[src/rtl/i2c_master_tx.sv]
// Write-only I2C master: pops one 32-bit word (streamed as 4 bytes) per transaction and sends
// START, {addr,W}, 4 data bytes MSB byte first, STOP. Open-drain outputs via output-enables.
module i2c_master_tx #(
  parameter int CLK_DIV = 4
) (
  input  logic       clk,
  input  logic       rst,
  input  logic       enable,
  input  logic [6:0] slave_addr,
  input  logic       fifo_empty,
  output logic       fifo_rd_en,
  input  logic [7:0] fifo_data,
  input  logic       fifo_dout_valid,
  output logic       scl_oe,
  output logic       sda_oe,
  input  logic       sda_i,
  output logic       busy,
  output logic       done,
  output logic       nack_err
);

  localparam int DW = $clog2(CLK_DIV);

  localparam logic [2:0] S_IDLE  = 3'd0;
  localparam logic [2:0] S_POP   = 3'd1;
  localparam logic [2:0] S_LOAD  = 3'd2;
  localparam logic [2:0] S_START = 3'd3;
  localparam logic [2:0] S_ADDR  = 3'd4;
  localparam logic [2:0] S_ACK   = 3'd5;
  localparam logic [2:0] S_DATA  = 3'd6;
  localparam logic [2:0] S_STOP  = 3'd7;

  logic [2:0]      state;
  logic [DW-1:0]   div_cnt;
  logic [1:0]      qtr;
  logic [2:0]      bit_cnt;
  logic [1:0]      byte_idx;
  logic [2:0]      load_tmr;
  logic [7:0]      shreg;
  logic [3:0][7:0] bytes;
  logic [6:0]      addr;
  logic            ack_bit;
  logic            data_phase;
  logic            bus_st, tick, qend;

  // Quarter counter only runs while the bus FSM owns the wires (START..STOP).
  assign bus_st = (state >= S_START);
  assign tick   = bus_st && (div_cnt == DW'(CLK_DIV - 1));
  assign qend   = tick && (qtr == 2'd3);

  always_ff @(posedge clk or posedge rst) begin
    if (rst) begin
      state      <= S_IDLE;
      div_cnt    <= '0;
      qtr        <= '0;
      bit_cnt    <= '0;
      byte_idx   <= '0;
      load_tmr   <= '0;
      shreg      <= '0;
      bytes      <= '0;
      addr       <= '0;
      ack_bit    <= 1'b0;
      data_phase <= 1'b0;
      nack_err   <= 1'b0;
    end else begin
      if (!bus_st) begin
        div_cnt <= '0;
        qtr     <= '0;
      end else if (tick) begin
        div_cnt <= '0;
        qtr     <= qtr + 2'd1;
      end else begin
        div_cnt <= div_cnt + 1'b1;
      end

      case (state)
        S_IDLE: if (enable && !fifo_empty) state <= S_POP;
        S_POP: begin
          addr     <= slave_addr;
          byte_idx <= '0;
          load_tmr <= '0;
          state    <= S_LOAD;
        end
        S_LOAD: begin
          if (fifo_dout_valid) begin
            bytes[byte_idx] <= fifo_data;
            byte_idx        <= byte_idx + 2'd1;
            load_tmr        <= '0;
            if (byte_idx == 2'd3) begin
              nack_err <= 1'b0;
              state    <= S_START;
            end
          end else if (load_tmr == 3'd7) begin
            state <= S_IDLE;
          end else begin
            load_tmr <= load_tmr + 3'd1;
          end
        end
        S_START: if (qend) begin
          shreg      <= {addr, 1'b0};
          bit_cnt    <= '0;
          byte_idx   <= '0;
          data_phase <= 1'b0;
          state      <= S_ADDR;
        end
        S_ADDR, S_DATA: if (qend) begin
          shreg   <= {shreg[6:0], 1'b0};
          bit_cnt <= bit_cnt + 3'd1;
          if (bit_cnt == 3'd7) state <= S_ACK;
        end
        S_ACK: begin
          if (tick && qtr == 2'd2) ack_bit <= sda_i;
          if (qend) begin
            bit_cnt <= '0;
            if (ack_bit) begin
              nack_err <= 1'b1;
              state    <= S_STOP;
            end else if (!data_phase) begin
              data_phase <= 1'b1;
              shreg      <= bytes[0];
              state      <= S_DATA;
            end else if (byte_idx == 2'd3) begin
              state <= S_STOP;
            end else begin
              byte_idx <= byte_idx + 2'd1;
              shreg    <= bytes[byte_idx + 2'd1];
              state    <= S_DATA;
            end
          end
        end
        S_STOP: if (qend) state <= S_IDLE;
        default: state <= S_IDLE;
      endcase
    end
  end

  // Bus drive decoded from registered state/quarter, so reset releases the bus at once.
  always_comb begin
    scl_oe = 1'b0;
    sda_oe = 1'b0;
    case (state)
      S_START: begin
        sda_oe = (qtr != 2'd0);
        scl_oe = qtr[1];
      end
      S_ADDR, S_DATA: begin
        scl_oe = (qtr == 2'd0) || (qtr == 2'd3);
        sda_oe = ~shreg[7];
      end
      S_ACK:  scl_oe = (qtr == 2'd0) || (qtr == 2'd3);
      S_STOP: begin
        scl_oe = (qtr == 2'd0);
        sda_oe = ~qtr[1];
      end
      default: ;
    endcase
  end

  assign fifo_rd_en = (state == S_POP);
  assign busy       = (state != S_IDLE);
  assign done       = (state == S_STOP) && qend;

endmodule

[config.mk]
export PLATFORM = sky130hd
export DESIGN_NAME = i2c_master_tx
export DESIGN_NICKNAME = d
export VERILOG_FILES = /design/src/rtl/i2c_master_tx.sv
export SDC_FILE = /design/constraint.sdc
export NUM_CORES = 1
export LEC_CHECK = 0
export CORE_UTILIZATION = 55
export DETAILED_ROUTE_END_ITERATION = 8
export PLACE_DENSITY = 0.83
export SYNTH_ARGS = -nofsm -noshare
export SYNTH_HDL_FRONTEND = slang
export SYNTH_SLANG_ARGS = --single-unit
[constraint.sdc]
create_clock -name clk -period 3.3 [get_ports clk]
set_input_delay 0.99 -clock clk [delete_from_list [all_inputs] [get_ports clk]]
set_output_delay 0.99 -clock clk [all_outputs]
set_load 0.01 [all_outputs]
==> metrics.cfg, run 1 <==
[timing]
fin_worst_skew_ps=10.6
finalCriticalPeriod_ps=3240
max_slew_margin_pct=57.0
tightestPinTransition_ps=645
rsz0062_at_grt=no
final_max_slew_viol_count=0
setup_viol=0
max_freq_mhz=309
hold_viol_final=0
finalCritPeriodShare_pct=98.2
whs_ps=445

[die]
io_pins=27
die_y_um=80.7
rows=28
die_area_sq_um=6510
core_sq_um=5960
die_width_um=80.7
initial_core_util_pct=57.1

[cells_and_area]
layout_common_cells=dfrtp_1, nand2_1, mux2_2
fin_area_sq_um=3980
num-nets-final=371
drive_gt1_share_pct=21.6
diodes=0
regArea_sq_um=1630
layout_commonest_cell=dfrtp_1
area_growth_pct=16.9
multi_input_area_sq_um=1670
fillers=457
final_cells=418

[grt]
grt_usage_pct=23.8
grt_pass1_vias=2410
overflow=0
grt_antenna_before_repair=0
grt_max_degree=39
grt_pass1_wl_um=11500

[clock_tree]
cts-root-buf=clkbuf_8
cts.reportedPaths.clkPinSlew_ps=70
clk_path_buf_depth=2
h-tree-depth=3
worstSkewPairLatency_ps=340
clock_sinks=65
cts_tree=yes
cts_made_buffers=9

[pwr]
pwr-share-clk_pct=27.8
report.power.total_mw=2.58
swShare_pct=31.2
powerDensity_nw_per_um2=650
p_sw_mw=0.805
p_comb_share_pct=27.2
p_int_mw=1.78
p_seq_share_pct=45.0
p_leak_nw=1.74
ir_drop_mv=0.390

[synthesis]
syn_nets=338
netlist_area_sq_um=3400
async_reset_ff_share_pct=100
synthCells=305
yosysWarnings=0
synth_top_family_by_area=compound AO/OA/AOI/OAI gates
synth_xor_area_share_pct=0.772
synth_top_flop_cell=dfrtp_1
synth_simple_gate_area_share_pct=13.3
synthMuxAreaShare_pct=14.5
synth_edf_count=0
syn_avg_cell_area_sq_um=11.2
synth_compound_area_share_pct=16.0
synth_cell_types=51
postSynthRegisterBits=65
synthAdderAreaFrac_pct=4.41
seq_area_frac_synth_pct=47.8

[critical_path]
cp.arrival_ps=2250
cp-end-kind=output pin
start_kind=input port
reg2reg_depth=6
critical_path.max_fanout=4
cp.required_ps=2310
slowest_delay_ps=460
critPathKind=input port to output pin
critPathSlowestCell=clkdlybuf4s50_1
path_cells=clkdlybuf4s50_1 -> nand2b_1 -> a32o_1 -> nor2_1 -> clkdlybuf4s15_1

[routing]
drc=0
avgRoutedWirePerCell_um=16.5
route.detailed.vias_per_inst=5.83
vias=2435
drt_iter0_drc=202
postRouteAntennaNets=0
first_pass_iters=6
finalWirelength_um=6900

[hold_path]
min_path_type=flip-flop to flip-flop
hold_depth=1

[placed_design]
gp_congestion=0.789
place_area_sq_um=3760
portBuffers=26
dp.cells=402
dp_hpwl_um=4760

[status]
status=finished clean

[job]
drv_cap=0

through the flow:
stage          TNS, ps  worst slack (ps)  util [%]
6_report             0              58.7      66.8
3_3_place_gp      -217              -217      63.2
5_1_grt              0              3.00      66.8
3_5_place_dp      -236              -236      63.2
2_1_floorplan        0               684         -
4_1_cts              0              38.2      66.7
timing repair:
item | 4_1_cts | 5_1_grt
setup buffers | 0 | 0
setup endpoints to repair | 1 | 2
gates resized for setup | 1 | 2
hold buffers | 0 | 0
pin swaps | 0 | 0
path summary, 6_finish.rpt:
check | slack [ps] | start | end
min in group asynchronous | 1010 | rst | bytes[25]$_DFFE_PP0P_
max in group asynchronous | 1850 | rst | state[1]$_DFFE_PP0P_
worst max register to register | 940 | byte_idx[0]$_DFFE_PP0P_ | shreg[5]$_DFFE_PP0P_
worst min-delay path | 450 | div_cnt[0]$_DFF_PP0_ | div_cnt[0]$_DFF_PP0_
worst max-delay path | 60 | fifo_dout_valid | done
worst min register to register | 450 | div_cnt[0]$_DFF_PP0_ | div_cnt[0]$_DFF_PP0_
final cells by class:
| type | count | area share (%) |
|---|---|---|
| inverters | 8 | 0.755 |
| clock inverters | 5 | 1.60 |
| flip-flops and latches | 65 | 40.9 |
| multi-input cells | 217 | 41.9 |
| repair buffers | 37 | 8.62 |
| clock buffers | 11 | 3.81 |
| well taps | 75 | 2.36 |
cell usage after synthesis, types with 4 or more instances:
| cell | count | share of area (%) |
|---|---|---|
| a22o_1 | 4 | 1.0 |
| a31oi_1 | 10 | 1.8 |
| and2_1 | 4 | 0.74 |
| buf_2 | 11 | 1.6 |
| dfrtp_1 | 65 | 48 |
| ha_1 | 12 | 4.4 |
| inv_1 | 7 | 0.77 |
| mux2_2 | 34 | 11 |
| mux2i_1 | 11 | 3.2 |
| nand2_1 | 44 | 4.9 |
| nand2b_1 | 9 | 1.7 |
| nor2_1 | 7 | 0.77 |
| o211ai_1 | 9 | 2.0 |
| o21a_1 | 9 | 2.0 |
| o21ai_0 | 6 | 0.88 |
| o22a_1 | 7 | 1.8 |
| o22ai_1 | 10 | 1.8 |
registers in the layout (all words and copies together), names as in the netlist:
signal,flops
shreg,8
qtr,2
addr,7
bit_cnt,3
byte_idx,2
nack_err,1
bytes,32
div_cnt,2
data_phase,1
ack_bit,1
state,3
load_tmr,3
logic make-up (layout without fill, tap and decap cells):
family | after synthesis | after routing
simple gates | 86 | 86
xor+xnor | 3 | 3
mux | 45 | 45
buf+inv | 23 | 61
compound gates | 71 | 71
fa+ha+maj | 12 | 12
flops | 65 | 65
power by group through the flow:
stage	Combinational [mW]	Sequential (mW)	Clock (mW)
detailed placement	0.702	1.17	0
CTS	0.707	1.16	0.727
global placement	0.675	1.16	0
global route	0.777	1.19	0.763
floorplan	0.546	1.13	0
finish	0.702	1.16	0.720
critical path, delay by kind of cell:
kind                   cells  cell delay, ps
AND/OR/NAND/NOR            2             280
AO/OA/AOI/OAI              1             280
buffers and inverters      2             700
metal layers:
metal | track usage, % | routed length [um] | up-vias
met5 | 0 | 0 | -
met4 | 9.64 | 110 | 0
met3 | 4.32 | 202 | 12
met2 | 38.7 | 3340 | 40
met1 | 31.2 | 3240 | 1203
li1 | - | - | 1180
Note: power is estimated with default switching activity, not from simulation.
==> run 2: changes to the inputs <==
--- a/config.mk
+++ b/config.mk
@@ -7,7 +7,7 @@
 export LEC_CHECK = 0
 export CORE_UTILIZATION = 55
 export DETAILED_ROUTE_END_ITERATION = 8
-export PLACE_DENSITY = 0.83
+export PLACE_DENSITY = 0.76
 export SYNTH_ARGS = -nofsm -noshare
 export SYNTH_HDL_FRONTEND = slang
 export SYNTH_SLANG_ARGS = --single-unit
==> run 2 against run 1 <==
Effect of this change:
- final area up 0.66%
- clock skew about the same
- worst setup slack better by 85 ps
- flip-flop and latch count unchanged
- sequential power about the same
- critical endpoint unchanged
- count of clock-buffer cells in the layout down 1
==> metrics.cfg, run 2 (same netlist as run 1, synthesis figures left out) <==
[cells_and_area]
layout_common_cells=dfrtp_1, nand2_1, mux2_2
num-nets-final=372  ; +0.27%
layout_commonest_cell=dfrtp_1
largest_reg_flops=32  ; unchanged
drive_gt1_share_pct=21.8  ; +0.23 points
fillers=451  ; -1.3%
area_growth_pct=17.6
reg.largest.list=bytes (32), shreg (8), addr (7)
largest_register=bytes
final_cells=419  ; +0.24%
diodes=0  ; unchanged
fin_area_sq_um=4000  ; +0.66%

[critical_path]
cp.required_ps=2310  ; about the same
critical_path.max_fanout=4  ; unchanged
cp.arrival_ps=2170  ; -80 ps
cp-end-kind=output pin
start_kind=input port
critPathKind=input port to output pin

[placed_design]
dp.cells=403  ; +0.25%
dp_hpwl_um=4840  ; +1.6%
gp_congestion=0.776  ; -1.6%
portBuffers=26  ; unchanged
place_area_sq_um=3780  ; +0.53%

[clock_tree]
cts.reportedPaths.clkPinSlew_ps=70  ; about the same
postCtsHoldBufs=0  ; unchanged
clock_sinks=65  ; unchanged
clk_path_buf_depth=2  ; unchanged
cts_made_buffers=9  ; unchanged
cts-root-buf=clkbuf_8
cts_tree=yes
worstSkewPairLatency_ps=350  ; about the same
h-tree-depth=3  ; unchanged

[die]
io_pins=27  ; unchanged
die_area_sq_um=6510  ; unchanged
initial_core_util_pct=57.1  ; unchanged
die_y_um=80.7  ; unchanged
die_width_um=80.7  ; unchanged
rows=28  ; unchanged
core_sq_um=5960  ; unchanged

[status]
status=finished clean

[pwr]
p_comb_share_pct=26.7  ; -0.5 points
swShare_pct=30.7  ; -0.47 points
p_sw_mw=0.816  ; +1.4%
powerDensity_nw_per_um2=664  ; +2.3%
p_seq_share_pct=43.9  ; -1.1 points
pwr-share-clk_pct=29.3  ; +1.5 points
p_int_mw=1.84  ; +3.6%
p_leak_nw=1.76  ; +0.99%
ir_drop_mv=0.412  ; +5.5%

[grt]
grt_pass1_vias=2472  ; +2.6%
grt_pass1_wl_um=12000  ; +4.0%
grt_max_degree=29  ; -26%
grt_usage_pct=25.1  ; +1.3 points
overflow=0  ; unchanged
grt_antenna_before_repair=0  ; unchanged

[timing]
setup_viol=0  ; unchanged
fin_worst_skew_ps=10.1  ; -0.468 ps
rsz0062_at_grt=no
max_freq_mhz=317  ; +2.7%
tns_ps=0  ; unchanged
finalCriticalPeriod_ps=3160  ; -84.7 ps
finalCritPeriodShare_pct=95.7  ; -2.6 points
final_max_slew_viol_count=0  ; unchanged
hold_viol_final=0  ; unchanged
max_slew_margin_pct=58.3  ; +1.3 points
tightestPinTransition_ps=625  ; -20.1 ps

[routing]
finalWirelength_um=7100  ; +3.0%
vias=2459  ; +0.99%
route.detailed.vias_per_inst=5.87  ; +0.74%
drt_iter0_drc=180  ; -11%
avgRoutedWirePerCell_um=17.0  ; +2.8%
first_pass_iters=4  ; -2
postRouteAntennaNets=0  ; unchanged
drc=0  ; unchanged

[hold_path]
min_path_type=flip-flop to flip-flop

[job]
drv_cap=0  ; unchanged

==> run 2: cell types whose count changed in the layout (fill, tap and decap cells not counted) <==
cell / before / now
clkinv_4: 3 / 1
clkbuf_2: 0 / 1
clkdlybuf4s15_1: 1 / 0
dfrtp_1: 64 / 65
inv_6: 0 / 1
bufinv_16: 1 / 2
clkbuf_8: 11 / 10
buf_12: 0 / 1
dfrtp_2: 1 / 0
clkinv_2: 0 / 1
==> run 2: path summary, 6_finish.rpt <==
kind / cells after the start / slack, ps / startpoint / to
setup reg to reg: 6 / 930 / byte_idx[0]$_DFFE_PP0P_ / shreg[5]$_DFFE_PP0P_
setup / recovery: 5 / 140 / fifo_dout_valid / done
hold reg to reg: 1 / 450 / div_cnt[0]$_DFF_PP0_ / div_cnt[0]$_DFF_PP0_
hold / removal: 1 / 450 / div_cnt[0]$_DFF_PP0_ / div_cnt[0]$_DFF_PP0_
max in group asynchronous: 3 / 1680 / rst / bytes[5]$_DFFE_PP0P_
min in group asynchronous: 2 / 1030 / rst / load_tmr[0]$_DFFE_PP0P_
==> run 2: area by class of cell <==
| cell class | instances | area [sq um] | area share [%] |
|---|---|---|---|
| multi-input combinational | 217 | 1670 | 41.7 |
| sequential | 65 | 1630 | 40.6 |
| timing repair buffer | 38 | 358 | 8.94 |
| clock buffer | 10 | 138 | 3.44 |
| tap | 75 | 93.8 | 2.34 |
| clock inverter | 6 | 90.1 | 2.25 |
| inverter | 8 | 30.0 | 0.750 |
==> run 2: critical path: stages <==
cell and delay (ps):
clkdlybuf4s50_1 470, nand2b_1 190, a32o_1 280, nor2_1 100, clkbuf_2 140
==> run 2: repair_timing <==
action,in CTS,in global routing
endpoints found under the setup margin,1,1
resized for setup,1,2
setup buffers,0,0
==> run 2: through the flow <==
stage | hold WS, ps | utilization [%] | setup slack [ps] | power (mW)
after floorplan | 415 | - | 684 | 1.67
final | 451 | 67.2 | 143 | 2.66
after global placement | 432 | 63.5 | -228 | 1.86
after global routing | 477 | 67.2 | 65.8 | 2.81
after CTS | 455 | 67.3 | 11.6 | 2.67
after detailed placement | 445 | 63.5 | -258 | 1.89
==> run 2: metal layers <==
layer  vias up  GRT usage [%]  part of all wire (%)
met5         -              0                     0
met4         0           11.3                   1.8
met3        12           4.55                   3.1
met2        51           40.6                    48
met1      1213           32.7                    47
li1       1183              -                     -
==> run 2: power groups by stage <==
stage / Sequential (mW) / Combinational (mW) / Clock (mW)
4_1_cts: 1.17 / 0.718 / 0.785
2_1_floorplan: 1.13 / 0.546 / 0
5_1_grt: 1.20 / 0.794 / 0.820
3_3_place_gp: 1.17 / 0.690 / 0
6_report: 1.17 / 0.711 / 0.781
3_5_place_dp: 1.18 / 0.714 / 0
==> run 3: changes to the inputs <==
--- a/config.mk
+++ b/config.mk
@@ -5,9 +5,9 @@
 export SDC_FILE = /design/constraint.sdc
 export NUM_CORES = 1
 export LEC_CHECK = 0
-export CORE_UTILIZATION = 55
+export CORE_UTILIZATION = 58
 export DETAILED_ROUTE_END_ITERATION = 8
-export PLACE_DENSITY = 0.76
+export PLACE_DENSITY = 0.79
 export SYNTH_ARGS = -nofsm -noshare
 export SYNTH_HDL_FRONTEND = slang
 export SYNTH_SLANG_ARGS = --single-unit
==> run 3 against run 2 <==
Effect of this change:
- combinational power fell by 3.1%
- count of clock-buffer cells in the layout up 1
- sequential power barely moved
- register-to-register slack about the same
==> metrics.cfg, run 3 (same netlist as run 1, synthesis figures left out) <==
[hold_path]
min_path_type=flip-flop to flip-flop

[timing]
final_max_slew_viol_count=0  ; unchanged
max_freq_mhz=314  ; -0.87%
tightestPinTransition_ps=640  ; +15.0 ps
max_slew_margin_pct=57.3  ; -1.1 points
finalCritPeriodShare_pct=96.5  ; +0.84 points
rsz0062_at_grt=no
fin_ws_ps=116  ; -27.7 ps
fin_worst_skew_ps=12.6  ; +2.52 ps
setup_viol=0  ; unchanged
finalCriticalPeriod_ps=3180  ; +27.7 ps
hold_viol_final=0  ; unchanged
whs_ps=447  ; -3.40 ps

[critical_path]
critPathKind=flip-flop to output pin
cp.required_ps=2310  ; about the same
critical_path.max_fanout=14  ; +10
path_cells=nand2b_1 -> or2_2 -> clkinv_1 -> clkdlybuf4s50_1
slowest_delay_ps=560  ; +90 ps
cp.arrival_ps=2190  ; +20 ps
cp-end-kind=output pin
start_kind=flip-flop
critPathSlowestCell=clkdlybuf4s50_1
cp.buffers_inverters=2  ; unchanged
cp_top_family=buffers and inverters

[clock_tree]
postCtsHoldBufs=0  ; unchanged
clock_sinks=65  ; unchanged
cts_made_buffers=9  ; unchanged
cts.reportedPaths.clkPinSlew_ps=70  ; about the same
cts-root-buf=clkbuf_8
cts_tree=yes
worstSkewPairLatency_ps=350  ; about the same
clk_path_buf_depth=2  ; unchanged
h-tree-depth=3  ; unchanged

[cells_and_area]
fin_area_sq_um=4000  ; -0.19%
largest_reg_flops=32  ; unchanged
layout_common_cells=dfrtp_1, nand2_1, mux2_2
num-nets-final=370  ; -0.54%
diodes=0  ; unchanged
fillers=428  ; -5.1%
area_growth_pct=17.4
utilization_pct=71.7  ; +4.5 points
layout_commonest_cell=dfrtp_1
largest_register=bytes
reg.largest.list=bytes (32), shreg (8), addr (7)
drive_gt1_share_pct=21.6  ; -0.16 points

[routing]
vias=2427  ; -1.3%
avgRoutedWirePerCell_um=16.8  ; -0.97%
drc=0  ; unchanged
drt_iter0_drc=138  ; -23%
finalWirelength_um=6950  ; -2.2%
first_pass_iters=4  ; unchanged
route.detailed.vias_per_inst=5.86  ; -0.11%
postRouteAntennaNets=0  ; unchanged

[die]
initial_core_util_pct=61.1  ; +3.9 points
io_pins=27  ; unchanged
core_sq_um=5570  ; -6.4%
die_width_um=78.6  ; -2.6%
die_area_sq_um=6180  ; -5.0%
die_y_um=78.6  ; -2.6%
rows=27  ; -3.6%

[pwr]
ir_drop_mv=0.475  ; +15%
report.power.total_mw=2.65  ; -0.22%
p_comb_share_pct=25.9  ; -0.8 points
p_leak_nw=1.76  ; -0.18%
p_sw_mw=0.798  ; -2.2%
p_int_mw=1.86  ; +0.65%
powerDensity_nw_per_um2=664  ; about the same
pwr-share-clk_pct=29.9  ; +0.6 points
swShare_pct=30.1  ; -0.61 points
p_seq_share_pct=44.2  ; +0.3 points

[placed_design]
dp_slack_ps=-263  ; -5.01 ps
portBuffers=26  ; unchanged
gp_congestion=0.779  ; +0.46%
place_area_sq_um=3760  ; -0.50%
dp_hpwl_um=4770  ; -1.4%

[grt]
grt_max_degree=37  ; +28%
grt_pass1_wl_um=11700  ; -2.0%
grt_antenna_before_repair=0  ; unchanged
grt_pass1_vias=2430  ; -1.7%
grt_usage_pct=25.2  ; +0.099 points
overflow=0  ; unchanged

[status]
status=finished clean

[job]
drv_cap=0  ; unchanged

-- run 3: worst reg2reg max path: stages (launching register included) --
cell      delay [ps]
dfrtp_1          440
inv_1            130
ha_1             710
nand3_1          390
o21a_1           270
o211ai_1         140
a31oi_1          130
-- run 3: timing repair --
item	in CTS	in global routing
pin swaps	0	0
setup buffers	0	0
endpoints found under the setup margin	1	2
gates resized for setup	1	3
gates cloned	0	0
-- run 3: area by class of cell --
type	instances	area (sq um)	area share [%]
well taps	72	90.1	2.25
clock inverters	5	86.3	2.16
clock buffers	11	151	3.79
multi-input cells	217	1670	41.7
inverters	8	30.0	0.751
repair buffers	36	343	8.58
flip-flops and latches	65	1630	40.7
-- run 3: worst paths after layout --
check                                        start               endpoint  slack, ps  cells past startpoint
max                           state[1]$_DFFE_PP0P_             fifo_rd_en        120                      4
min                           div_cnt[0]$_DFF_PP0_   div_cnt[0]$_DFF_PP0_        450                      1
max reg2reg                byte_idx[0]$_DFFE_PP0P_   shreg[5]$_DFFE_PP0P_        940                      6
min reg2reg                   div_cnt[0]$_DFF_PP0_   div_cnt[0]$_DFF_PP0_        450                      1
max in group asynchronous                      rst   state[1]$_DFFE_PP0P_       1630                      3
min in group asynchronous                      rst  bytes[29]$_DFFE_PP0P_       1030                      2
-- run 3: through the flow --
step / std cells / setup TNS, ps
final: 414 / 0
after floorplan: 305 / 0
after detailed placement: 398 / -263
after global placement: 398 / -224
after CTS: 414 / 0
after global routing: 414 / 0
-- run 3: per-layer routing --
layer / up-vias / routed length (um) / track usage, %
met3: 8 / 191 / 6.63
met5: - / 0 / 0
li1: 1186 / - / -
met2: 31 / 3440 / 41.7
met1: 1202 / 3260 / 32.8
met4: 0 / 68 / 6.67
-- run 3: power by group through the flow --
stage	Sequential, mW	Combinational [mW]	Clock (mW)
after floorplan	1.13	0.546	0
after global placement	1.17	0.666	0
after detailed placement	1.18	0.695	0
after CTS	1.17	0.697	0.808
after global routing	1.21	0.757	0.840
final	1.17	0.689	0.793
